`src/rtl/uart_receiver_pkg.sv`:
```
// uart_receiver_pkg
//   Shared definitions for the UART receive path: FIFO record width,
//   receiver state encodings, line-control bit indices, the record layout
//   and two small helpers (expected parity bit, character timeout threshold).
package uart_receiver_pkg;

   localparam int UART_FIFO_REC_WIDTH = 11;

   // lcr bit indices, shared with the transmitter
   localparam int UART_LC_SB = 2;
   localparam int UART_LC_PE = 3;
   localparam int UART_LC_EP = 4;
   localparam int UART_LC_SP = 5;

   typedef enum logic [2:0] {
      sr_idle       = 3'd0,
      sr_rec_start  = 3'd1,
      sr_rec_bit    = 3'd2,
      sr_rec_parity = 3'd3,
      sr_rec_stop   = 3'd4,
      sr_push       = 3'd5
   } rx_state_e;

   // One receive FIFO record: [10:3] data, [2] break, [1] parity err, [0] framing err
   typedef struct packed {
      logic [7:0] data;
      logic       bi;
      logic       pe;
      logic       fe;
   } rx_entry_t;

   // Expected parity bit. Data is right-aligned with zero upper bits, so the
   // full-byte XOR equals the XOR of the received bits.
   function automatic logic exp_parity(input logic [7:0] d, input logic ep, input logic sp);
      if (sp) return ~ep;
      return ep ? ^d : ~^d;
   endfunction

   // 64 x (7 + wl + sb + pe): four character times in 16x ticks
   function automatic logic [9:0] timeout_thr(input logic [1:0] wl, input logic sb, input logic pe);
      logic [3:0] n;
      n = 4'd7 + {2'b00, wl} + {3'b000, sb} + {3'b000, pe};
      return {n, 6'b000000};
   endfunction

endpackage

```
`src/rtl/uart_rfifo.sv`:
```
// uart_rfifo
//   Receive FIFO, UART_FIFO_REC_WIDTH bits wide. Owns storage, occupancy,
//   sticky overrun and a count of flagged entries for rf_error.
// Ports:
//   clk, wb_rst_i (async, active low)
//   data_in/push     - record to store; dropped (overrun set) when full
//   pop              - drop head; ignored when empty
//   fifo_reset       - synchronous flush, highest priority
//   reset_status     - clears overrun
//   data_out         - head record (0 when empty), combinational
//   count, overrun, error
module uart_rfifo
   import uart_receiver_pkg::*;
#(
   parameter int DEPTH = 16,
   parameter int CW    = $clog2(DEPTH) + 1
) (
   input  logic                           clk,
   input  logic                           wb_rst_i,
   input  rx_entry_t                      data_in,
   input  logic                           push,
   input  logic                           pop,
   input  logic                           fifo_reset,
   input  logic                           reset_status,
   output logic [UART_FIFO_REC_WIDTH-1:0] data_out,
   output logic [CW-1:0]                  count,
   output logic                           overrun,
   output logic                           error
);

   localparam int AW = $clog2(DEPTH);

   logic [UART_FIFO_REC_WIDTH-1:0] mem [DEPTH];
   logic [AW-1:0]                  wr_ptr, rd_ptr;
   logic [CW-1:0]                  err_cnt;
   logic [UART_FIFO_REC_WIDTH-1:0] head;
   logic                           empty, full, pop_ok, push_ok;

   assign empty   = (count == '0);
   assign full    = (count == CW'(DEPTH));
   assign pop_ok  = pop & ~empty;
   // A pop in the same cycle frees the slot, so a full FIFO still accepts
   assign push_ok = push & (~full | pop_ok);
   assign head    = mem[rd_ptr];

   assign data_out = empty ? '0 : head;
   assign error    = (err_cnt != '0);

   always_ff @(posedge clk)
      if (push_ok && !fifo_reset) mem[wr_ptr] <= data_in;

   always_ff @(posedge clk or negedge wb_rst_i) begin
      if (!wb_rst_i) begin
         wr_ptr  <= '0;
         rd_ptr  <= '0;
         count   <= '0;
         err_cnt <= '0;
         overrun <= 1'b0;
      end else if (fifo_reset) begin
         wr_ptr  <= '0;
         rd_ptr  <= '0;
         count   <= '0;
         err_cnt <= '0;
         overrun <= 1'b0;
      end else begin
         if (push_ok) wr_ptr <= wr_ptr + 1'b1;
         if (pop_ok)  rd_ptr <= rd_ptr + 1'b1;
         count   <= count + CW'(push_ok) - CW'(pop_ok);
         err_cnt <= err_cnt + CW'(push_ok && (data_in[2:0] != 3'b000))
                            - CW'(pop_ok && (head[2:0] != 3'b000));
         if (push && !push_ok) overrun <= 1'b1;
         else if (reset_status) overrun <= 1'b0;
      end
   end

endmodule

```
`src/rtl/uart_receiver.sv`:
```
// uart_receiver
//   Serial-to-parallel UART receiver. Oversamples srx_pad_i on the 16x-baud
//   enable tick, frames per lcr, and pushes {data, bi, pe, fe} into uart_rfifo.
// Ports:
//   clk, wb_rst_i (async, active low), enable (16x tick), lcr (line control)
//   srx_pad_i   - raw serial input, idle high
//   rf_pop      - pop FIFO head;  rx_reset - flush FIFO;  lsr_mask - clear overrun
//   rf_data_out - FIFO head;  rf_count, rf_overrun, rf_error - FIFO status
//   rx_timeout  - character timeout;  rstate - FSM state for debug
module uart_receiver
   import uart_receiver_pkg::*;
#(
   parameter  int DEPTH               = 16,
   localparam int UART_FIFO_COUNTER_W = $clog2(DEPTH) + 1
) (
   input  logic                           clk,
   input  logic                           wb_rst_i,
   input  logic                           enable,
   input  logic [7:0]                     lcr,
   input  logic                           srx_pad_i,
   input  logic                           rf_pop,
   input  logic                           rx_reset,
   input  logic                           lsr_mask,
   output logic [UART_FIFO_REC_WIDTH-1:0] rf_data_out,
   output logic [UART_FIFO_COUNTER_W-1:0] rf_count,
   output logic                           rf_overrun,
   output logic                           rf_error,
   output logic                           rx_timeout,
   output logic [2:0]                     rstate
);

   rx_state_e  state;
   logic [1:0] sync;
   logic       srx, srx_d;
   logic [3:0] tick;
   logic [2:0] bitc;
   logic [7:0] data;
   logic       par_bit, pe, fe;
   logic       rf_push;
   rx_entry_t  entry;
   logic [9:0] tcnt, thr;
   logic       unused_lcr;

   assign unused_lcr = ^lcr[7:6];
   assign srx        = sync[1];
   assign rstate     = state;

   always_ff @(posedge clk or negedge wb_rst_i)
      if (!wb_rst_i) sync <= 2'b11;
      else           sync <= {sync[0], srx_pad_i};

   // Previous line value tracks every tick in every state, so a line that
   // stays low across the end of a frame never looks like a new start edge.
   always_ff @(posedge clk or negedge wb_rst_i)
      if (!wb_rst_i)   srx_d <= 1'b1;
      else if (enable) srx_d <= srx;

   always_ff @(posedge clk or negedge wb_rst_i) begin
      if (!wb_rst_i) begin
         state   <= sr_idle;
         tick    <= '0;
         bitc    <= '0;
         data    <= '0;
         par_bit <= 1'b0;
         pe      <= 1'b0;
         fe      <= 1'b0;
         rf_push <= 1'b0;
         entry   <= '0;
      end else begin
         rf_push <= 1'b0;
         if (state == sr_push) begin
            // break: data, parity (cleared when not received) and stop all low
            rf_push <= 1'b1;
            entry   <= '{data: data, bi: (data == 8'd0) & ~par_bit & fe, pe: pe, fe: fe};
            state   <= sr_idle;
         end else if (enable) begin
            unique case (state)
               sr_idle:
                  if (srx_d && !srx) begin
                     tick  <= 4'd7;
                     state <= sr_rec_start;
                  end
               sr_rec_start:
                  if (tick != 4'd0)  tick <= tick - 4'd1;
                  else if (srx)      state <= sr_idle;
                  else begin
                     tick    <= 4'd15;
                     bitc    <= '0;
                     data    <= '0;
                     par_bit <= 1'b0;
                     pe      <= 1'b0;
                     fe      <= 1'b0;
                     state   <= sr_rec_bit;
                  end
               sr_rec_bit:
                  if (tick != 4'd0) tick <= tick - 4'd1;
                  else begin
                     tick       <= 4'd15;
                     data[bitc] <= srx;
                     // >= so a mid-frame lcr change can never skip the exit
                     if (bitc >= 3'd4 + {1'b0, lcr[1:0]})
                        state <= lcr[UART_LC_PE] ? sr_rec_parity : sr_rec_stop;
                     else
                        bitc <= bitc + 3'd1;
                  end
               sr_rec_parity:
                  if (tick != 4'd0) tick <= tick - 4'd1;
                  else begin
                     tick    <= 4'd15;
                     par_bit <= srx;
                     pe      <= srx != exp_parity(data, lcr[UART_LC_EP], lcr[UART_LC_SP]);
                     state   <= sr_rec_stop;
                  end
               sr_rec_stop:
                  if (tick != 4'd0) tick <= tick - 4'd1;
                  else begin
                     fe    <= ~srx;
                     state <= sr_push;
                  end
               default: state <= sr_idle;
            endcase
         end
      end
   end

   // Character timeout: counts ticks since the last FIFO activity
   assign thr = timeout_thr(lcr[1:0], lcr[UART_LC_SB], lcr[UART_LC_PE]);

   always_ff @(posedge clk or negedge wb_rst_i) begin
      if (!wb_rst_i)
         tcnt <= '0;
      else if (rf_push || rf_pop || rx_reset || rf_count == '0)
         tcnt <= '0;
      else if (enable && tcnt < thr)
         tcnt <= tcnt + 10'd1;
   end

   assign rx_timeout = (tcnt >= thr) && (rf_count != '0);

   uart_rfifo #(.DEPTH(DEPTH), .CW(UART_FIFO_COUNTER_W)) u_rfifo (
      .clk          (clk),
      .wb_rst_i     (wb_rst_i),
      .data_in      (entry),
      .push         (rf_push),
      .pop          (rf_pop),
      .fifo_reset   (rx_reset),
      .reset_status (lsr_mask),
      .data_out     (rf_data_out),
      .count        (rf_count),
      .overrun      (rf_overrun),
      .error        (rf_error)
   );

endmodule

```
`config.mk`:
```
export PLATFORM = sky130hd
export DESIGN_NAME = uart_receiver
export DESIGN_NICKNAME = d
export VERILOG_FILES = /design/src/rtl/uart_receiver_pkg.sv /design/src/rtl/uart_rfifo.sv /design/src/rtl/uart_receiver.sv
export SDC_FILE = /design/constraint.sdc
export NUM_CORES = 1
export LEC_CHECK = 0
export BUFFER_PORTS_ARGS = -buffer_cell sky130_fd_sc_hd__buf_2
export CORE_AREA = 5 5 170 172
export CTS_CLUSTER_DIAMETER = 40
export DETAILED_ROUTE_END_ITERATION = 10
export DIE_AREA = 0 0 175 177
export SYNTH_ARGS = -nofsm -noshare
export SYNTH_HDL_FRONTEND = slang
export SYNTH_SLANG_ARGS = --single-unit
```
`constraint.sdc`:
```
create_clock -name clk -period 7.1 [get_ports clk]
set_input_delay 1.775 -clock clk [delete_from_list [all_inputs] [get_ports clk]]
set_output_delay 1.775 -clock clk [all_outputs]
set_load 0.05 [all_outputs]
```
Word level (Yosys, flattened, before mapping)

Memory sizes are Yosys's and may differ from the RTL's.
Cells that the tools add are included.

Flip-flop bits (word level): 65
Bits in writable memories: 176
Bits of input ports: 15
Output and inout port bits: 22
Logic and storage cells: 176
Memories: 1

Add/subtract/negate cells: 13
Order comparisons: 5
Equality and inequality tests: 22
Mux-type cells: 64
Bitwise logic cells: 11
Reduce and logical (&&, ||, !) cells: 40

Memories:

| name        | words | width | read ports | clocked after memory_dff | wr ports | line             | RTL |
|---|---|---|---|---|---|---|---|
| u_rfifo.mem | 16    | 11    | 1          | 0                        | 1        | uart_rfifo.sv:33 | `logic [UART_FIFO_REC_WIDTH-1:0] mem [DEPTH];` |

Operator list:

| operator              | count |
|---|---|
| $mux 3                | 13 |
| $mux 4                | 9 |
| $mux 1                | 24 |
| $mux 8                | 3 |
| $reduce_and 6->1      | 4 |
| $ne 3x3->1 const B    | 7 |
| $mux 10               | 2 |
| $ne 2x2->1 const B    | 8 |
| $pmux 4 s4            | 1 |
| $pmux 8 s2            | 1 |
| $pmux 3 s5            | 1 |
| $reduce_and 7->1      | 2 |
| $reduce_bool 2->1     | 7 |
| $mux 11               | 1 |
| $add 10x1->10 const B | 1 |
| $add 5x1->5           | 2 |
| $ge 10x10->1          | 1 |
| $lt 10x10->1          | 1 |
| $mux 5                | 2 |
| $reduce_bool 5->1     | 2 |
| $sub 5x1->5           | 2 |
| $reduce_bool 3->1     | 3 |
| $add 4x1->4           | 2 |
| $add 4x1->4 const B   | 2 |
| other kinds (30)      | 54 |

Longest topological paths before layout

Depth after elaboration: 13
Gate-level depth with buffers: 16
Gate-level depth less buffers: 14

Modules after synthesis

From an unflattened synthesis, not the netlist that was laid out.

Cell total of the unflattened synthesis: 705
Area total of the unflattened synthesis: 10695.3 µm²

Modules (own cells, without submodules):

| module        | times used | cells each | area an instance (µm²) |
|---|---|---|---|
| uart_rfifo    | 1          | 410        | 7980.2 |
| uart_receiver | 1          | 295        | 2715.1 |

Worst setup path after synthesis

OpenSTA, ideal clock, no wires.

Kind: input port to output port
Start point: in lcr[0]
End point: out rx_timeout
Arrival time: 4.107 ns
Slack: 1.218 ns
Stages: 10
Cell sequence: inv_1 > ha_1 > inv_1 > ha_1 > inv_1 > fa_1 > ha_1 > and4b_1 > nand4_1 > a31oi_1

Cells in the longest elaborated chain, start to end: 5

RTL lines:

| item                      | line                    | RTL |
|---|---|---|
| from (decl)               | uart_receiver.sv:19     | `input logic [7:0] lcr,` |
| $add 3x2->4               | uart_receiver_pkg.sv:42 | `n = 4'd7 + {2'b00, wl} + {3'b000, sb} + {3'b000, pe};` |
| $add 4x1->4 (2 in series) | uart_receiver_pkg.sv:42 |  |
| $ge 10x10->1              | uart_receiver.sv:138    | `assign rx_timeout = (tcnt >= thr) && (rf_count != '0);` |
| $logic_and 1x1->1         | uart_receiver.sv:138    |  |
| to (decl)                 | uart_receiver.sv:28     | `output logic rx_timeout,` |

No other way between the ends.

Worst setup path after layout

Start point: in lcr[3]
End point: out rx_timeout

Cells in the longest elaborated chain, start to end: 3

RTL lines:

| item              | line |
|---|---|
| $add 4x1->4       | uart_receiver_pkg.sv:42 |
| $ge 10x10->1      | uart_receiver.sv:138 |
| $logic_and 1x1->1 | uart_receiver.sv:138 |

No other way between the ends.

==> metrics list <==
- The flow ran to the end, and the final reports show no timing, DRC or antenna violations.
- PortBufs: 34
- Inserted Clock Buffers: 34
- The number of pins with negative max-slew slack in the final report came to 0.
* Cell internal power dissipation: 2980 uW
- For this configuration, the core starts out at a cell density of 38.9%.
* Type of the most critical hold path: reg -> reg
- Count of different cell masters after synthesis: between 50 and 60
- Die height: 177 um
- The die covers 31,000 um^2.
- The detail route stage leaves a number of antenna-violating nets equal to 0.
- Number of register bits inferred by synthesis: 241
* Maxcap violations: 0
- Dividing the detail-routed via count by the number of cells gives 5.22.
* Sequential area share after synthesis: 65.1%
* Power density relative to cell area: between 300 and 400 nW/um^2
- The final layout contains roughly 800 nets.
- CTS sink cnt: between 200 and 250
- CTS built an H-tree with a depth of 2.
- After routing the design area is 12,400 um^2.
- Along the worst path, the maximum fanout reaches 2.
- Number of antenna violations at the first check in global routing: 0
- Worst setup path class: in -> out
- Global routing consumed, over all layers together, between 10 and 15% of the routing resources.
- # setup viols final: 0
* Count of cells resized by post-cts repair: 0
* Leakage power: 0.00441 uW
- Yosys printed 0 warnings.
- Clock-pin slew reported for the worst setup and hold paths after clock tree synthesis: about 0.050 ns
- Relative to the synthesized area, the layout overhead comes to 16.6%.
- Post-synth top area share: 49.7%
- Commonest non-fill, non-tap cells in the layout: 176 x sky130_fd_sc_hd__edfxtp_1, 60 x sky130_fd_sc_hd__nor2_1, 60 x sky130_fd_sc_hd__dfrtp_1, 48 x sky130_fd_sc_hd__mux4_2, 46 x sky130_fd_sc_hd__inv_1
- Largest stage delay on the critical path: 0.41 ns
- Post-route clock period utilization: 81.0%
* Number of enable-type register cells in the synthesized netlist: 176
* Wire length of the first global-routing pass: 33.8 mm
* CP required: 5.33 ns
- Remaining max-slew budget at the tightest pin: 35.3%
- Total number of vias: 5,942
* Net Switching: roughly 1400 uW
* CTS Root Cell: sky130_fd_sc_hd__clkbuf_16
- Data arrives at the worst endpoint at 3.98 ns.
- At the end of routability-driven placement, the weighted congestion stood at ~0.74.
- For this run, asynchronously set or reset flops after synthesis account for 27.0%.
- TritonCTS clock tree: done
* Antenna diode instance count: 0
- Element type at the critical path end: primary output
- Part of the power in registers: 38.5%
- The clock period could shrink to about 5.8 ns.
* Buffer depth of the longest clock path: 3
- Die width: around 180 um
* Fill cell total of the finished layout: 2,442
- Entering global routing, the biggest net connects 66 pins.
- Wires add up to 21.0 mm.
* Fraction of final layout cells with drive strength greater than 1: 22.0%
* Violation count after the first detailed-route iteration: about 420
- Most common cell after layout, fill and taps aside: sky130_fd_sc_hd__edfxtp_1
* Avg WL per Cell: 18.5 um
* Via count of the first global-routing pass: 6,107
- Global routing used approximately a quarter of the available met2 tracks.
- Yosys top cell by area: sky130_fd_sc_hd__edfxtp_1
- In this run, post-CTS hold repair placed 0 buffers.
* Clock insertion delay at the later pin of the skew report: 0.50 ns
- Post-Route Skew: between 0.02 and 0.03 ns
- The floorplan has 61 rows.
* Storage cell area: 6920 um^2
- For met3 alone, demand over resource in global routing was 2.35%.
* Worst hold margin: 0.359 ns
- Sum of negative setup slack: 0 ns
- Total standard cell area after synthesis: 10,600 um^2
- The number of setup buffers added after CTS is 0.
- Critical Path Start Type: primary input
- Layer carrying the most global-route usage: met2
* Placed wire-length estimate: 13.0 mm
* Synthesized instance count: 705
- Setup repair after global routing left no endpoint under its margin.
- Synthesized area divided by synthesized cell count: 15.1 um^2
* Placement Cell Area: 11,300 um^2
* Remaining global-route overflow: 0
* Primary flip-flop cell chosen by synthesis mapping: sky130_fd_sc_hd__edfxtp_1
- Summing all multi-input logic gate instances after layout gives 3410 um^2.
* Worst-margin pin slew: 0.970 ns
* Power share of the combinational group: approximately a quarter
- The number of nets in the synthesized netlist is 758.
- Net switching is roughly a third of the power.
- Clock power frac: 37.4%
- In the global route stage, met1 resource usage came out at a little under a fifth.
- Derived from the worst setup path, the maximum achievable clock frequency is 174 MHz.
* Worst path slowest cell: sky130_fd_sc_hd__fa_1
* Pre-antenna DRT Iters: 4
- For this design the top-level I/O count stands at 37.
- For this run, design rule violations remaining after detail routing come to 0.
- Top cells by area, synth: sky130_fd_sc_hd__edfxtp_1 50%, sky130_fd_sc_hd__dfrtp_1 15%, sky130_fd_sc_hd__mux4_2 10%, sky130_fd_sc_hd__ha_1 4.1%, sky130_fd_sc_hd__nor2_1 2.1%
* Maximum resistive drop on vdd: approximately 0.00027 V
- Std-Cell Core Area: 27,300 um^2
* Chain of cells forming the critical path: buf_2, inv_1, ha_1, inv_1, ha_1, inv_1, fa_1, ha_1, and4b_1, nand4_1, a31oi_1, buf_2
- Fin. Hold Viols: 0
[stage by stage]
stage	worst slack [ns]	utilization (%)	power, uW	instances
6_report	1.35	45.3	4420	1138
5_1_grt	1.18	45.3	4650	1138
4_1_cts	1.27	45.3	4490	1138
3_5_place_dp	1.28	41.2	2810	1076
3_3_place_gp	1.27	41.2	2810	1076
2_1_floorplan	1.22	-	2560	705
[state kept, by name, indices dropped and copies added, names as in the netlist]
register         flops
bitc                 3
data                 8
entry               11
fe                   1
par_bit              1
pe                   1
rf_push              1
rstate               3
srx_d                1
sync                 2
tcnt                10
tick                 4
u_rfifo.count        5
u_rfifo.err_cnt      5
u_rfifo.mem        176
u_rfifo.overrun      1
u_rfifo.rd_ptr       4
u_rfifo.wr_ptr       4
[cells by family after synthesis]
| family | count (synthesis) | share of synthesized area [%] |
|---|---|---|
| flip-flops | 241 | 65.1 |
| AND/OR/NAND/NOR | 174 | 8.08 |
| AO/OA/AOI/OAI | 97 | 5.66 |
| buffers and inverters | 75 | 2.92 |
| multiplexers | 58 | 11.8 |
| adder cells (fa/ha/maj) | 38 | 4.69 |
| XOR/XNOR | 22 | 1.81 |
[path summary, 6_finish.rpt]
path	from	endpoint	slack, ns	cells after the start
hold / removal	sync[0]	sync[1]	0.36	0
min in group asynchronous	wb_rst_i	u_rfifo.count[3]	1.48	2
setup / recovery	lcr[3]	rx_timeout	1.35	12
hold reg to reg	sync[0]	sync[1]	0.36	0
max in group asynchronous	wb_rst_i	u_rfifo.rd_ptr[1]	5.01	2
setup reg to reg	u_rfifo.rd_ptr[0]	u_rfifo.err_cnt[4]	3.10	15
[power by group through the flow]
stage | Clock, uW | Sequential (uW) | Combinational (uW)
floorplan | 0 | 1720 | 842
global placement | 0 | 1730 | 1080
detailed placement | 0 | 1730 | 1080
CTS | 1690 | 1700 | 1090
global route | 1750 | 1720 | 1180
finish | 1660 | 1700 | 1060
[layout make-up]
| type | count | area share [%] |
|---|---|---|
| Clock inverter | 26 | 2.21 |
| Timing Repair Buffer | 54 | 2.59 |
| Inverter | 46 | 1.39 |
| Tap cell | 346 | 3.49 |
| Clock buffer | 36 | 6.93 |
| Multi-Input combinational cell | 389 | 27.5 |
| Sequential cell | 241 | 55.8 |
[worst max-delay path, delay by kind of cell]
kind | cells | cell delay (ns)
and+or+nand+nor | 2 | 0.28
adders and majority gates | 4 | 1.15
buffers and inverters | 5 | 0.55
AOI/OAI and AO/OA | 1 | 0.22
[routing by layer]
layer	vias up	wire length, um
li1	2805	-
met1	2994	9510
met2	110	10400
met3	33	788
met4	0	310
met5	-	0
[Yosys cell counts (2+ instances only)]
cell type / number
sky130_fd_sc_hd__dfrtp_1: 62
sky130_fd_sc_hd__nor2_1: 60
sky130_fd_sc_hd__clkbuf_1: 20
sky130_fd_sc_hd__dfstp_2: 3
sky130_fd_sc_hd__a211oi_1: 2
sky130_fd_sc_hd__xor2_1: 7
sky130_fd_sc_hd__fa_1: 3
sky130_fd_sc_hd__or4_1: 5
sky130_fd_sc_hd__nand2_1: 35
sky130_fd_sc_hd__nand2b_1: 6
sky130_fd_sc_hd__inv_1: 46
sky130_fd_sc_hd__xnor2_1: 15
sky130_fd_sc_hd__a21o_1: 5
sky130_fd_sc_hd__nand3_1: 12
sky130_fd_sc_hd__mux4_2: 48
sky130_fd_sc_hd__o2bb2ai_1: 2
sky130_fd_sc_hd__mux2i_1: 2
sky130_fd_sc_hd__and3_1: 5
sky130_fd_sc_hd__nand3b_1: 2
sky130_fd_sc_hd__a21oi_1: 19
sky130_fd_sc_hd__nor3b_1: 3
sky130_fd_sc_hd__ha_1: 35
sky130_fd_sc_hd__mux4_1: 4
sky130_fd_sc_hd__nor2b_1: 20
sky130_fd_sc_hd__buf_2: 2
sky130_fd_sc_hd__nand4_1: 9
sky130_fd_sc_hd__edfxtp_1: 176
sky130_fd_sc_hd__nor3_1: 6
sky130_fd_sc_hd__or3_1: 5
sky130_fd_sc_hd__mux2_2: 4
sky130_fd_sc_hd__buf_4: 5
sky130_fd_sc_hd__o31ai_1: 6
sky130_fd_sc_hd__o21ai_0: 36
sky130_fd_sc_hd__a22oi_1: 3
sky130_fd_sc_hd__a31oi_1: 8
Power figures use the tool's default switching activity.
